===== src/rtl/fmb_pkg.sv =====
// Shared types and constants for the find_best_neighbor next-hop selector.
package fmb_pkg;

  typedef enum logic [3:0] {
    S_IDLE,
    S_ARMED,
    S_CNT,
    S_RD_ID,
    S_RD_HOP,
    S_RD_Q,
    S_RD_E,
    S_EVAL,
    S_DONE
  } state_t;

  // Default node-memory layout of the neighbour tables
  localparam logic [10:0] DEF_NCOUNT_ADDR = 11'h2C4;
  localparam logic [10:0] DEF_ID_BASE     = 11'h0F2;
  localparam logic [10:0] DEF_HOPS_BASE   = 11'h132;
  localparam logic [10:0] DEF_Q_BASE      = 11'h172;
  localparam logic [10:0] DEF_E_BASE      = 11'h1B2;

  // Fill bits for the best registers after reset/start: Q cleared,
  // hops and ID saturated so any real candidate compares as better.
  localparam bit BEST_Q_RST_BIT   = 1'b0;
  localparam bit BEST_KEY_RST_BIT = 1'b1;

endpackage


===== src/rtl/find_best_neighbor_nbr_compare.sv =====
// Combinational lexicographic comparator: higher Q wins, then fewer hops,
// then lower ID. A full tie reports "not better" so the incumbent stays.
module nbr_compare #(
  parameter int unsigned WORD_WIDTH = 16
) (
  input  logic [WORD_WIDTH-1:0] cand_q_i,
  input  logic [WORD_WIDTH-1:0] cand_hops_i,
  input  logic [WORD_WIDTH-1:0] cand_id_i,
  input  logic [WORD_WIDTH-1:0] best_q_i,
  input  logic [WORD_WIDTH-1:0] best_hops_i,
  input  logic [WORD_WIDTH-1:0] best_id_i,
  input  logic                  best_valid_i,
  output logic                  better_o
);

  logic q_gt, q_eq, h_lt, h_eq, id_lt;

  assign q_gt  = cand_q_i > best_q_i;
  assign q_eq  = cand_q_i == best_q_i;
  assign h_lt  = cand_hops_i < best_hops_i;
  assign h_eq  = cand_hops_i == best_hops_i;
  assign id_lt = cand_id_i < best_id_i;

  assign better_o = !best_valid_i || q_gt || (q_eq && h_lt) || (q_eq && h_eq && id_lt);

endmodule


===== src/rtl/find_best_neighbor.sv =====
// Next-hop selector: scans the neighbour tables in node memory and returns
// the best neighbour (max Q, then min hops, then min ID).
// Optional feature macro: FMB_ENERGY_FILTER_EN adds the min_energy port and
// an energy fetch per entry; entries below min_energy are never accepted.
module find_best_neighbor
  import fmb_pkg::*;
#(
  parameter int unsigned           WORD_WIDTH    = 16,
  parameter int unsigned           ADDR_WIDTH    = 11,
  parameter int unsigned           MAX_NEIGHBORS = 32,
  parameter logic [ADDR_WIDTH-1:0] NCOUNT_ADDR   = DEF_NCOUNT_ADDR,
  parameter logic [ADDR_WIDTH-1:0] ID_BASE       = DEF_ID_BASE,
  parameter logic [ADDR_WIDTH-1:0] HOPS_BASE     = DEF_HOPS_BASE,
  parameter logic [ADDR_WIDTH-1:0] Q_BASE        = DEF_Q_BASE,
  parameter logic [ADDR_WIDTH-1:0] E_BASE        = DEF_E_BASE,
  parameter int unsigned           STRIDE        = 2
) (
  input  logic                             clk,
  input  logic                             rst,
  input  logic                             en,
  input  logic                             start,
  input  logic [WORD_WIDTH-1:0]            data_in,
`ifdef FMB_ENERGY_FILTER_EN
  input  logic [WORD_WIDTH-1:0]            min_energy,
`endif
  output logic [ADDR_WIDTH-1:0]            address,
  output logic                             busy,
  output logic                             done,
  output logic                             best_valid,
  output logic [WORD_WIDTH-1:0]            best_id,
  output logic [WORD_WIDTH-1:0]            best_q,
  output logic [WORD_WIDTH-1:0]            best_hops,
  output logic [$clog2(MAX_NEIGHBORS)-1:0] best_idx,
  output logic                             count_clamped
);

  localparam int IDX_W = $clog2(MAX_NEIGHBORS);
  localparam int CNT_W = $clog2(MAX_NEIGHBORS + 1);

  localparam logic [WORD_WIDTH-1:0] Q_RST   = {WORD_WIDTH{BEST_Q_RST_BIT}};
  localparam logic [WORD_WIDTH-1:0] KEY_RST = {WORD_WIDTH{BEST_KEY_RST_BIT}};

  // Table entry address; wraps inside the address space with no carry out
  function automatic logic [ADDR_WIDTH-1:0] entry_addr(input logic [ADDR_WIDTH-1:0] base,
                                                       input logic [IDX_W-1:0]      i);
    return base + ADDR_WIDTH'(i) * ADDR_WIDTH'(STRIDE);
  endfunction

  state_t                  state_q;
  logic [ADDR_WIDTH-1:0]   addr_q;
  logic                    busy_q, done_q, valid_q, clamped_q;
  logic [WORD_WIDTH-1:0]   bq_q, bhops_q, bid_q;
  logic [IDX_W-1:0]        bidx_q, idx_q, idx_d;
  logic [CNT_W-1:0]        n_q, n_d;
  logic [WORD_WIDTH-1:0]   cand_id_q, cand_hops_q, cand_q_q;
  logic                    over_max, is_last, better, eligible, accept;

  assign over_max = data_in > WORD_WIDTH'(MAX_NEIGHBORS);
  assign n_d      = over_max ? CNT_W'(MAX_NEIGHBORS) : CNT_W'(data_in);
  assign idx_d    = idx_q + IDX_W'(1);
  assign is_last  = CNT_W'(idx_q) == (n_q - CNT_W'(1));

  nbr_compare #(.WORD_WIDTH(WORD_WIDTH)) u_cmp (
    .cand_q_i     (cand_q_q),
    .cand_hops_i  (cand_hops_q),
    .cand_id_i    (cand_id_q),
    .best_q_i     (bq_q),
    .best_hops_i  (bhops_q),
    .best_id_i    (bid_q),
    .best_valid_i (valid_q),
    .better_o     (better)
  );

`ifdef FMB_ENERGY_FILTER_EN
  logic [WORD_WIDTH-1:0] cand_e_q;
  assign eligible = cand_e_q >= min_energy;
`else
  assign eligible = 1'b1;
`endif

  assign accept = eligible && better;

  // Latch each fetched field of the current candidate (data path, no reset)
  always_ff @(posedge clk) begin
    if (state_q == S_RD_ID)  cand_id_q   <= data_in;
    if (state_q == S_RD_HOP) cand_hops_q <= data_in;
    if (state_q == S_RD_Q)   cand_q_q    <= data_in;
`ifdef FMB_ENERGY_FILTER_EN
    if (state_q == S_RD_E)   cand_e_q    <= data_in;
`endif
  end

  // Scan FSM with registered address, status and winner outputs
  always_ff @(posedge clk or posedge rst) begin
    if (rst) begin
      state_q   <= S_IDLE;
      addr_q    <= '0;
      busy_q    <= 1'b0;
      done_q    <= 1'b0;
      valid_q   <= 1'b0;
      bq_q      <= Q_RST;
      bhops_q   <= KEY_RST;
      bid_q     <= KEY_RST;
      bidx_q    <= '0;
      clamped_q <= 1'b0;
      idx_q     <= '0;
      n_q       <= '0;
    end else if (!en) begin
      state_q <= S_IDLE;
      busy_q  <= 1'b0;
      done_q  <= 1'b0;
      valid_q <= 1'b0;
    end else begin
      done_q <= 1'b0;
      unique case (state_q)
        S_IDLE: state_q <= S_ARMED;
        S_ARMED: begin
          if (start) begin
            state_q   <= S_CNT;
            addr_q    <= NCOUNT_ADDR;
            idx_q     <= '0;
            busy_q    <= 1'b1;
            valid_q   <= 1'b0;
            bq_q      <= Q_RST;
            bhops_q   <= KEY_RST;
            bid_q     <= KEY_RST;
            bidx_q    <= '0;
            clamped_q <= 1'b0;
          end
        end
        S_CNT: begin
          n_q       <= n_d;
          clamped_q <= over_max;
          if (data_in == '0) begin
            state_q <= S_DONE;
            done_q  <= 1'b1;
          end else begin
            state_q <= S_RD_ID;
            addr_q  <= entry_addr(ID_BASE, idx_q);
          end
        end
        S_RD_ID: begin
          state_q <= S_RD_HOP;
          addr_q  <= entry_addr(HOPS_BASE, idx_q);
        end
        S_RD_HOP: begin
          state_q <= S_RD_Q;
          addr_q  <= entry_addr(Q_BASE, idx_q);
        end
        S_RD_Q: begin
`ifdef FMB_ENERGY_FILTER_EN
          state_q <= S_RD_E;
          addr_q  <= entry_addr(E_BASE, idx_q);
`else
          state_q <= S_EVAL;
`endif
        end
        S_RD_E: state_q <= S_EVAL;
        S_EVAL: begin
          if (accept) begin
            valid_q <= 1'b1;
            bq_q    <= cand_q_q;
            bhops_q <= cand_hops_q;
            bid_q   <= cand_id_q;
            bidx_q  <= idx_q;
          end
          if (is_last) begin
            state_q <= S_DONE;
            done_q  <= 1'b1;
          end else begin
            state_q <= S_RD_ID;
            idx_q   <= idx_d;
            addr_q  <= entry_addr(ID_BASE, idx_d);
          end
        end
        S_DONE: begin
          state_q <= S_ARMED;
          busy_q  <= 1'b0;
        end
        default: state_q <= S_IDLE;
      endcase
    end
  end

  assign address       = addr_q;
  assign busy          = busy_q;
  assign done          = done_q;
  assign best_valid    = valid_q;
  assign best_id       = bid_q;
  assign best_q        = bq_q;
  assign best_hops     = bhops_q;
  assign best_idx      = bidx_q;
  assign count_clamped = clamped_q;

endmodule

===== config.mk =====
export PLATFORM = sky130hd
export DESIGN_NAME = find_best_neighbor
export DESIGN_NICKNAME = d
export VERILOG_FILES = /design/src/rtl/fmb_pkg.sv /design/src/rtl/find_best_neighbor_nbr_compare.sv /design/src/rtl/find_best_neighbor.sv
export SDC_FILE = /design/constraint.sdc
export NUM_CORES = 1
export LEC_CHECK = 0
export ABC_AREA = 1
export ABC_CLOCK_PERIOD_IN_PS = 3700
export CELL_PAD_IN_SITES_DETAIL_PLACEMENT = 0
export CELL_PAD_IN_SITES_GLOBAL_PLACEMENT = 2
export CORE_MARGIN = 1.5
export CORE_UTILIZATION = 34
export DETAILED_ROUTE_END_ITERATION = 7
export GPL_ROUTABILITY_DRIVEN = 0
export PLACE_DENSITY = 0.8
export SLEW_MARGIN = 15
export SYNTH_ARGS = -nofsm -noshare
export SYNTH_HDL_FRONTEND = slang
export SYNTH_SLANG_ARGS = --single-unit

===== constraint.sdc =====
create_clock -name clk -period 3.7 [get_ports clk]
set_clock_uncertainty 0.1 [all_clocks]
set_input_delay 0.74 -clock clk [delete_from_list [all_inputs] [get_ports clk]]
set_output_delay 0.74 -clock clk [all_outputs]
set_load 0.05 [all_outputs]

==> results.md, run 1 <==
* Status: completed
* I/O pin count at 88
* Multiplexer share of the synthesized area at 0%
* First-pass GRT wire length at 30,000 microns
* Most frequent cells in the layout: nand2_1 (227), inv_1 (111), clkdlybuf4s50_1 (85)
* Clk Tree Root Cell: clkbuf_16
* Critical path startpoint category: flip-flop
* Die Height at around 150 microns
* Register area share after synthesis at 49.9%
* Final hold violations at 0
* Number of setup violations in the final report at 0
* Hold path cells at 2
* Max-slew violations at 0
* Initial antenna violation count at 0
* Reg power frac at 33.0%
* Num CTS Buffers at 17
* NetSw at 0.00276 W
* Cell Pwr Density at 769 nW/um^2
* # resized after CTS at 0
* XOR/XNOR share of the synthesized area at 1.32%
* DR vias at 5,401
* Port Buffers at 85
* Drt via density at 4.56
* Largest family of logic cells by synthesized area: simple AND/OR/NAND/NOR gates
* Largest net degree at the start of global routing at 54
* Iter 0 DRT Violations at 370
* TNS Setup at 0 ps
* Crit Reg-Reg Endpoint: best_q[13]
* Crit path kind: reg -> reg
* Yosys warns at 0
* Die ar. at 21,600 sq um
* Worst-margin pin slew at 761 ps
* Net Sw Frac at 41.0%
* DR pass1 iterations at 6
* Initial core utilization at 34.7%
* Worst slew margin at between 40 and 50%
* Leakage at 4.11 nW
* Area Growth Syn to Fin at 24.4%
* Skew-Pair Late Insertion Delay at 420 ps
* Routed Antenna Nets at 0
* Fin nets at approximately 970
* Dpl hpwl at 13,100 microns
* Compound-gate portion of the synthesized area at ~5.5%
* Commonest non-fill, non-tap cell in the layout: nand2_1
* Max Cap Viol at 0
* Hold Path End: best_id[15]
* Period utilisation layout at between 70% and 80%
* Max Fclk at approximately 360 MHz
* Final min period at roughly 2800 ps
* Die W at 147 microns
* Mapped Area at 7030 sq um
* Most used DFF post-synth: dfrtp_1
* Diodes inserted at 0
* Post-CTS setup buffer count at 0
* WP data arrival at 3030 ps
* Core Box Area at roughly 20,000 sq um
* Combinational share of power at 43.0%
* Simple-Gate Fraction of Synth Area at 25.6%
* Hold_buf cts at 0
* Residual DRC at 0
* Reg clk slew, reported paths at 60 ps
* Hold crit path type: reg -> reg
* Vias in the first global route at 5,426
* CTS Sinks at roughly 130
* Synthesized instance count at 812
* Worst reg2reg path depth at 13
* Max IR drop VDD at around 0.42 mV
* Register bit total from synthesis at 129
* H-Tree Depth at 4
* TritonCTS clock tree: done
* Final core utilization at a little over two fifths
* Max FO, Critical Path at between 50 and 60
* EDFF count, synth at 48
* Mapped Avg Cell Area at 8.66 sq um
* Netlist cell types at slightly above 40
* Row count at between 50 and 60
* Worst hold start: best_id[15]
* R2r setup slk at 920 ps
* Clock buffer depth at 2
* Total Routing Usage GR at 18.4%
* Synth Area in Adders at 9.25%
* CP endpoint kind: flip-flop
* DR WL/cell at between 15 and 20 microns
* Int Pwr at ~0.004 W
* Reg2reg start: best_hops[15]
* Layout cells sized above 1 at 12.8%
* Grt ovf at 0
* Async set-reset flop share out of synthesis at a little over three fifths
* Clock group share of total power at 24.0%
* WL final at ~19,000 microns
* RSZ-0062 raised after global routing: false
* Critical Path RT at roughly 4000 ps
synthesized netlist by cell type (2+ instances only):
master | n | area (sq um)
nand2_2 | 4 | 25.0
o211ai_1 | 2 | 15.0
dfstp_2 | 32 | 841
buf_2 | 6 | 30.0
a21oi_1 | 28 | 140
nor2_2 | 2 | 12.5
dfrtp_1 | 49 | 1230
xnor2_1 | 5 | 43.8
o21ai_1 | 3 | 15.0
a21boi_0 | 3 | 22.5
ha_1 | 52 | 651
o21bai_1 | 3 | 22.5
xor2_1 | 3 | 26.3
nand2_1 | 227 | 852
o21ai_0 | 17 | 85.1
buf_4 | 5 | 37.5
nand4_1 | 5 | 31.3
edfxtp_1 | 48 | 1440
o21a_1 | 3 | 22.5
clkbuf_1 | 10 | 37.5
nor3_1 | 3 | 15.0
nand3_1 | 72 | 360
or2_2 | 30 | 188
inv_1 | 112 | 420
buf_6 | 4 | 45.0
inv_2 | 4 | 15.0
o22ai_1 | 3 | 18.8
nor4_1 | 2 | 12.5
nor2_1 | 63 | 236
worst max-delay path by stage:
stage          cells past startpoint          start           to
2_1_floorplan                      1            rst   address[1]
3_3_place_gp                       9     data_in[1]   address[1]
3_5_place_dp                       9     data_in[1]   address[6]
4_1_cts                           13  best_hops[15]   best_q[13]
5_1_grt                           13  best_hops[15]  best_id[14]
6_report                          13  best_hops[15]   best_q[13]
registers in the layout, indices dropped and copies added, names as in the netlist:
register and cells:
address 9, best_hops 16, best_q 16, done 1, best_valid 1, cand_hops_q 16, best_id 16, n_q 6
count_clamped 1, state_q 4, best_idx 5, cand_q_q 16, cand_id_q 16, busy 1, idx_q 5
area by class of cell:
type                            instances  area (sq um)
Clock buffer                           27           513
Clock inverter                          5          52.6
Fill cell                            2050         11500
Inverter                              116           437
Multi-Input combinational cell        543          2950
Sequential cell                       129          3510
Tap cell                              270           338
Timing Repair Buffer                   95           951
power by group through the flow:
stage | sequential [W] | combinational (W) | clock, W
2_1_floorplan | 0.00304 | 0.00126 | 0
3_5_place_dp | 0.00225 | 0.00293 | 0
6_report | 0.00222 | 0.00289 | 0.00161
4_1_cts | 0.00223 | 0.00294 | 0.00165
3_3_place_gp | 0.00226 | 0.00291 | 0
5_1_grt | 0.00228 | 0.00320 | 0.00172
logic make-up (layout without fill, tap and decap cells):
kind of cell	count (synthesis)	after routing
AO/OA/AOI/OAI	66	66
XOR/XNOR	9	9
adder cells (fa/ha/maj)	52	52
buffers and inverters	141	243
flip-flops	129	129
other	1	2
AND/OR/NAND/NOR	414	414
worst max-delay path: stages, from the launching register on:
cell and delay, ps:
dfstp_2 560, inv_1 50, ha_1 300, nand2_1 60
inv_1 70, nand3_1 100, nor2_1 150, nand3_1 130
nor2_1 120, nand3_1 120, nand4_2 140, buf_4 530
nand3_1 180, nand2_1 110
layer usage:
metal / track usage, % / share of wire (%) / vias up
met3: 3.20 / 3.8 / 18
met5: 0 / 0 / -
li1: - / - / 2776
met2: 28.8 / 45 / 114
met1: 25.8 / 50 / 2493
met4: 6.26 / 1.4 / 0
stage by stage:
step | power [W] | instance area (sq um) | instances | setup slack [ps] | hold WS, ps
2_1_floorplan | 0.00430 | 7030 | 813 | 833 | 425
3_3_place_gp | 0.00517 | 8180 | 1153 | 796 | 359
3_5_place_dp | 0.00517 | 8180 | 1153 | 710 | 364
4_1_cts | 0.00682 | 8740 | 1185 | 869 | 372
5_1_grt | 0.00719 | 8740 | 1185 | 635 | 384
6_report | 0.00673 | 8740 | 1185 | 920 | 368
(Power assumes the default switching activity.)
==> run 2, diff against run 1 <==
ABC_CLOCK_PERIOD_IN_PS = 2450   (was 3700)
CORE_UTILIZATION = 31   (was 34)
PLACE_DENSITY = 0.77   (was 0.8)
clock period = 2.45 ns   (was 3.7 ns; I/O delays follow)
==> run 2 against run 1 <==
Compared with the run above:
- final cell count is 4.6% higher
- sequential cell count stayed put
- critical path depth is 12 lower
- sequential power is 54% higher
- combinational power is 73% higher
- non-clock buffer count is 44 higher
- design area is 9.5% higher
- sequential share of layout area is 3.5 points lower
- die area is 9.5% higher
- register-to-register slack worse by 870 ps
- critical endpoint is now best_hops[12]
- largest power group unchanged
- highest routed layer unchanged
==> results.md, run 2 (synthesized netlist as in run 1, its figures left out) <==
* Max Cap Viol at 0
* Largest net degree at the start of global routing at 82
* Total Routing Usage GR at between 10% and 20%
* Final Total Pwr at 0.0109 W
* Final min period at 2410 ps
* Crit-path cells: clkdlybuf4s50_1
* Hold path cells at 2
* Crit path largest cell delay at 820 ps
* Initial antenna violation count at 0
* Clk Tree Root Cell: clkbuf_16
* TritonCTS clock tree: done
* Hold_buf cts at 0
* Clock buffer depth at 2
* Max Fclk at 415 MHz
* First-pass GRT wire length at 31,100 microns
* WP data arrival at 1820 ps
* CP max-delay cell: clkdlybuf4s50_1
* Status: completed
* Die W at 154 microns
* Residual DRC at 0
* Max IR drop VDD at 0.631 mV
* CP endpoint kind: primary output
* CTS Sinks at 129
* Core Box Area at 22,000 sq um
* Die Height at approximately 150 microns
* Reg clk slew, reported paths at 60 ps
* Routed Antenna Nets at 0
* DP Area at 8440 sq um
* DR WL/cell at between 15 and 20 microns
* Initial core utilization at 31.9%
* Max FO, Critical Path at 3
* CP delay by family, top: buffers and inverters
* Commonest non-fill, non-tap cell in the layout: nand2_1
* Number of setup violations in the final report at 0
* H-Tree Depth at 4
* Crit path kind: reg -> out
* Hold crit path type: reg -> reg
* Row count at 54
* Final hold violations at 0
* Max-slew violations at 0
* Grt ovf at 0
* Worst reg2reg path depth at 14
* Cell Pwr Density at 1140 nW/um^2
* Leakage at 4.42 nW
* Dpl hpwl at 14,100 microns
* Diodes inserted at 0
* Critical path startpoint category: flip-flop
* RSZ-0062 raised after global routing: true
* Iter 0 DRT Violations at 303
* Drt via density at ~4.6
* Period utilisation layout at 98.4%
* Die ar. at 23,600 sq um
* Worst slew margin at 65.8%
* Worst-margin pin slew at ~510 ps
* Worst Path Buf+Inv at 1
* Area Growth Syn to Fin at 36.2%
* I/O pin count at 88
* Critical Path RT at 1860 ps
* Fill cells at 2,205
* DR pass1 iterations at 5
* WL final at around 20,000 microns
* Most frequent cells in the layout: nand2_1 (188), inv_1 (106), clkdlybuf4s50_1 (81)
* Layout cells sized above 1 at 24.3%
* Skew-Pair Late Insertion Delay at 420 ps
* Num CTS Buffers at 17
* TNS Setup at 0 ps
* Port Buffers at 85
* Fin nets at between 1,000 and 1,500
* Vias in the first global route at 5,509
* Design Area, Final at between 9000 and 10,000 sq um
* Final core utilization at around 43%
* Critical path depth at 1
* DR vias at 5,720
==> run 2: per-stage QoR <==
step / hold WS, ps / setup WS, ps / instances
2_1_floorplan: 425 / 80.6 / 813
3_3_place_gp: 360 / -145 / 1192
3_5_place_dp: 362 / -195 / 1192
4_1_cts: 373 / 28.3 / 1224
5_1_grt: 387 / -61.2 / 1239
6_report: 368 / 38.1 / 1239
==> run 2: cell type report <==
class,instances,area [sq um],share of cell area [%]
sequential,129,3510,36.6
inverter,116,439,4.59
timing repair buffer,139,1390,14.5
tap,280,350,3.66
multi-input combinational,543,3310,34.6
clock buffer,24,503,5.25
clock inverter,8,76.3,0.797
==> run 2: metal layers <==
layer	vias to the layer above	global-route usage [%]	wire [microns]
li1	2883	-	-
met1	2709	24.7	10300
met2	112	27.3	9330
met3	16	3.47	705
met4	0	3.88	182
met5	-	0	0
==> run 2: final timing paths <==
kind	startpoint	to	slack, ps
setup / recovery	best_hops[12]	best_hops[12]	40
hold / removal	best_hops[9]	best_hops[9]	370
setup reg to reg	best_hops[15]	best_q[12]	50
hold reg to reg	best_hops[9]	best_hops[9]	370
max in group asynchronous	rst	best_id[7]	1390
min in group asynchronous	rst	best_q[8]	420
==> run 2: worst reg2reg max path, stage by stage (launching register included) <==
cell	delay [ps]
dfstp_2	560
inv_2	50
ha_4	260
nand2_1	60
inv_2	80
nand3_4	80
nor2_4	140
nand3_2	110
nor2_4	120
nand3_2	100
nand4_4	150
nand2_8	130
clkbuf_16	240
nand2_4	60
nand2_1	40
==> run 2: timing repair <==
action / CTS / global route
pin swaps: 0 / 25
buffers inserted: 0 / 10
gates cloned: 0 / 5
setup endpoints to repair: 53 / 56
resized for setup: 4 / 88
==> run 2: power breakdown <==
group | total (W) | switching [W] | internal, W
sequential | 0.00341 | 0.000428 | 0.00298
combinational | 0.00501 | 0.00316 | 0.00185
clock | 0.00250 | 0.000966 | 0.00153
total | 0.0109 | 0.00456 | 0.00636
==> variant (settings of run 1) <==
Make the reset (`rst`) synchronous in one clocked block.
--- a/src/rtl/find_best_neighbor.sv
+++ b/src/rtl/find_best_neighbor.sv
@@ -92,5 +92,5 @@
 
   // Scan FSM with registered address, status and winner outputs
-  always_ff @(posedge clk or posedge rst) begin
+  always_ff @(posedge clk) begin
     if (rst) begin
       state_q   <= S_IDLE;
Formal check against the unedited RTL: differs if rst is asserted again (counterexample within 4 cycles, from zero or initial values and one cycle with rst high); with rst held inactive, the same outputs for 4 cycles.
==> variant against run 1 <==
- sequential cell count did not move
- area after synthesis fell by 1.7%
- cell count rose by 2.4%
- routed wire length fell by 1.5%
- via count rose by 5.0%
- cell area fell by 1.6%
- global-route usage fell by 0.50 points
- worst setup slack got worse by 0.057 ns
- critical path depth rose by 3
- critical path type unchanged
- critical endpoint is now best_hops[15]
Power is not compared: it rests on default switching activity, and its combinational part moved more than twofold at a synthesized area within 25%.
==> variant: results (changes against run 1) <==
Global routing
  – First-pass GRT wire length: 29600 µm (-1.4%)
  – GRT Util Overall: 0.179 (-0.00498)
  – Met3 Use GR: 0.0376 (+0.00563)
  – Largest net degree at the start of global routing: 60 (+11%)
  – Met2 Use GR: 0.315 (+0.0277)
  – GR met1 Demand/Resource: 0.222 (-0.0353)

Logic synthesis
  – Synth Area in Compound Gates: 0.0744 (+0.0194)
  – Post-Synth XOR/XNOR Area: 0.0127 (-0.000500)
  – Cell variety after synth: 38 (-7.3%)
  – Most instantiated cells after synthesis: nand2_1, nand3_1, inv_1
  – Synth top area cells: dfxtp_1, edfxtp_1, nand2_1
  – Post-Synth Adder-Cell Area: 0.0941 (+0.00157)
  – Ys async rst share: 0 (-0.628)

Place
  – Post-DP Area: 0.00801 mm² (-2.1%)
  – Placed wire-length estimate: 13000 µm (-0.57%)
  – Dpl ws: 0.524 ns (-0.186 ns)

Cells and area
  – Final net count: 1008 (+3.5%)
  – Finished Layout Cells: 1214 (+2.4%)
  – Fraction of layout cells with a size suffix above 1: 0.132 (+0.00385)
  – Fillers: 2003 (-2.3%)

Detailed routing
  – DR pass1 iterations: 5 (-1)
  – Met3 Wirelength: 695 µm (-2.3%)
  – Avg WL per Cell: 15.1 µm (-3.8%)
  – Met1 wire length: 8380 µm (-9.7%)
  – Routed length on met2: 9160 µm (+9.1%)

Worst setup path
  – Setup slack, reg-to-reg: 0.86 ns (-0.06 ns)
  – R2R Path Start: cand_hops_q[11]
  – FF-to-FF End: best_hops[15]
  – CP Max Fanout: 32 (-40%)
  – CP max-delay cell: edfxtp_1
  – FF-to-FF path depth: 16 (+3)
  – Largest stage delay, worst path: 0.44 ns (-0.12 ns)

STA
  – Hold Slack: 0.351 ns (-0.0168 ns)

Hold path
  – Worst Hold End: address[9]
  – Min-Delay Startpoint: address[9]

Status
  – Status: finished, final reports clean
-- variant: changes by cell type in the layout (fill, tap and decap cells not counted), moves of 19 or more --
cell	run 1	this run
a21oi_2	0	19
dfstp_2	32	0
nand2_1	227	204
nand3_1	72	97
inv_1	111	91
dfxtp_1	0	81
dfrtp_1	49	0
-- variant: worst max path at each step --
| stage | end | from | slack (ns) | cells after the start |
|---|---|---|---|---|
| finish | best_hops[15] | cand_hops_q[11] | 0.86 | 16 |
| CTS | best_id[15] | cand_hops_q[11] | 0.83 | 16 |
| detailed placement | address[7] | data_in[9] | 0.52 | 11 |
| global route | best_id[3] | cand_hops_q[11] | 0.64 | 16 |
| global placement | address[2] | data_in[9] | 0.52 | 10 |
| floorplan | best_hops[0] | best_q[15] | 1.28 | 16 |
-- variant: final cells by class --
type	count	share of cell area
Sequential cell	129	0.356
Multi-Input combinational cell	587	0.377
Inverter	103	0.0449
Timing Repair Buffer	98	0.115
Clock inverter	13	0.0189
Clock buffer	19	0.0503
Tap cell	265	0.0385
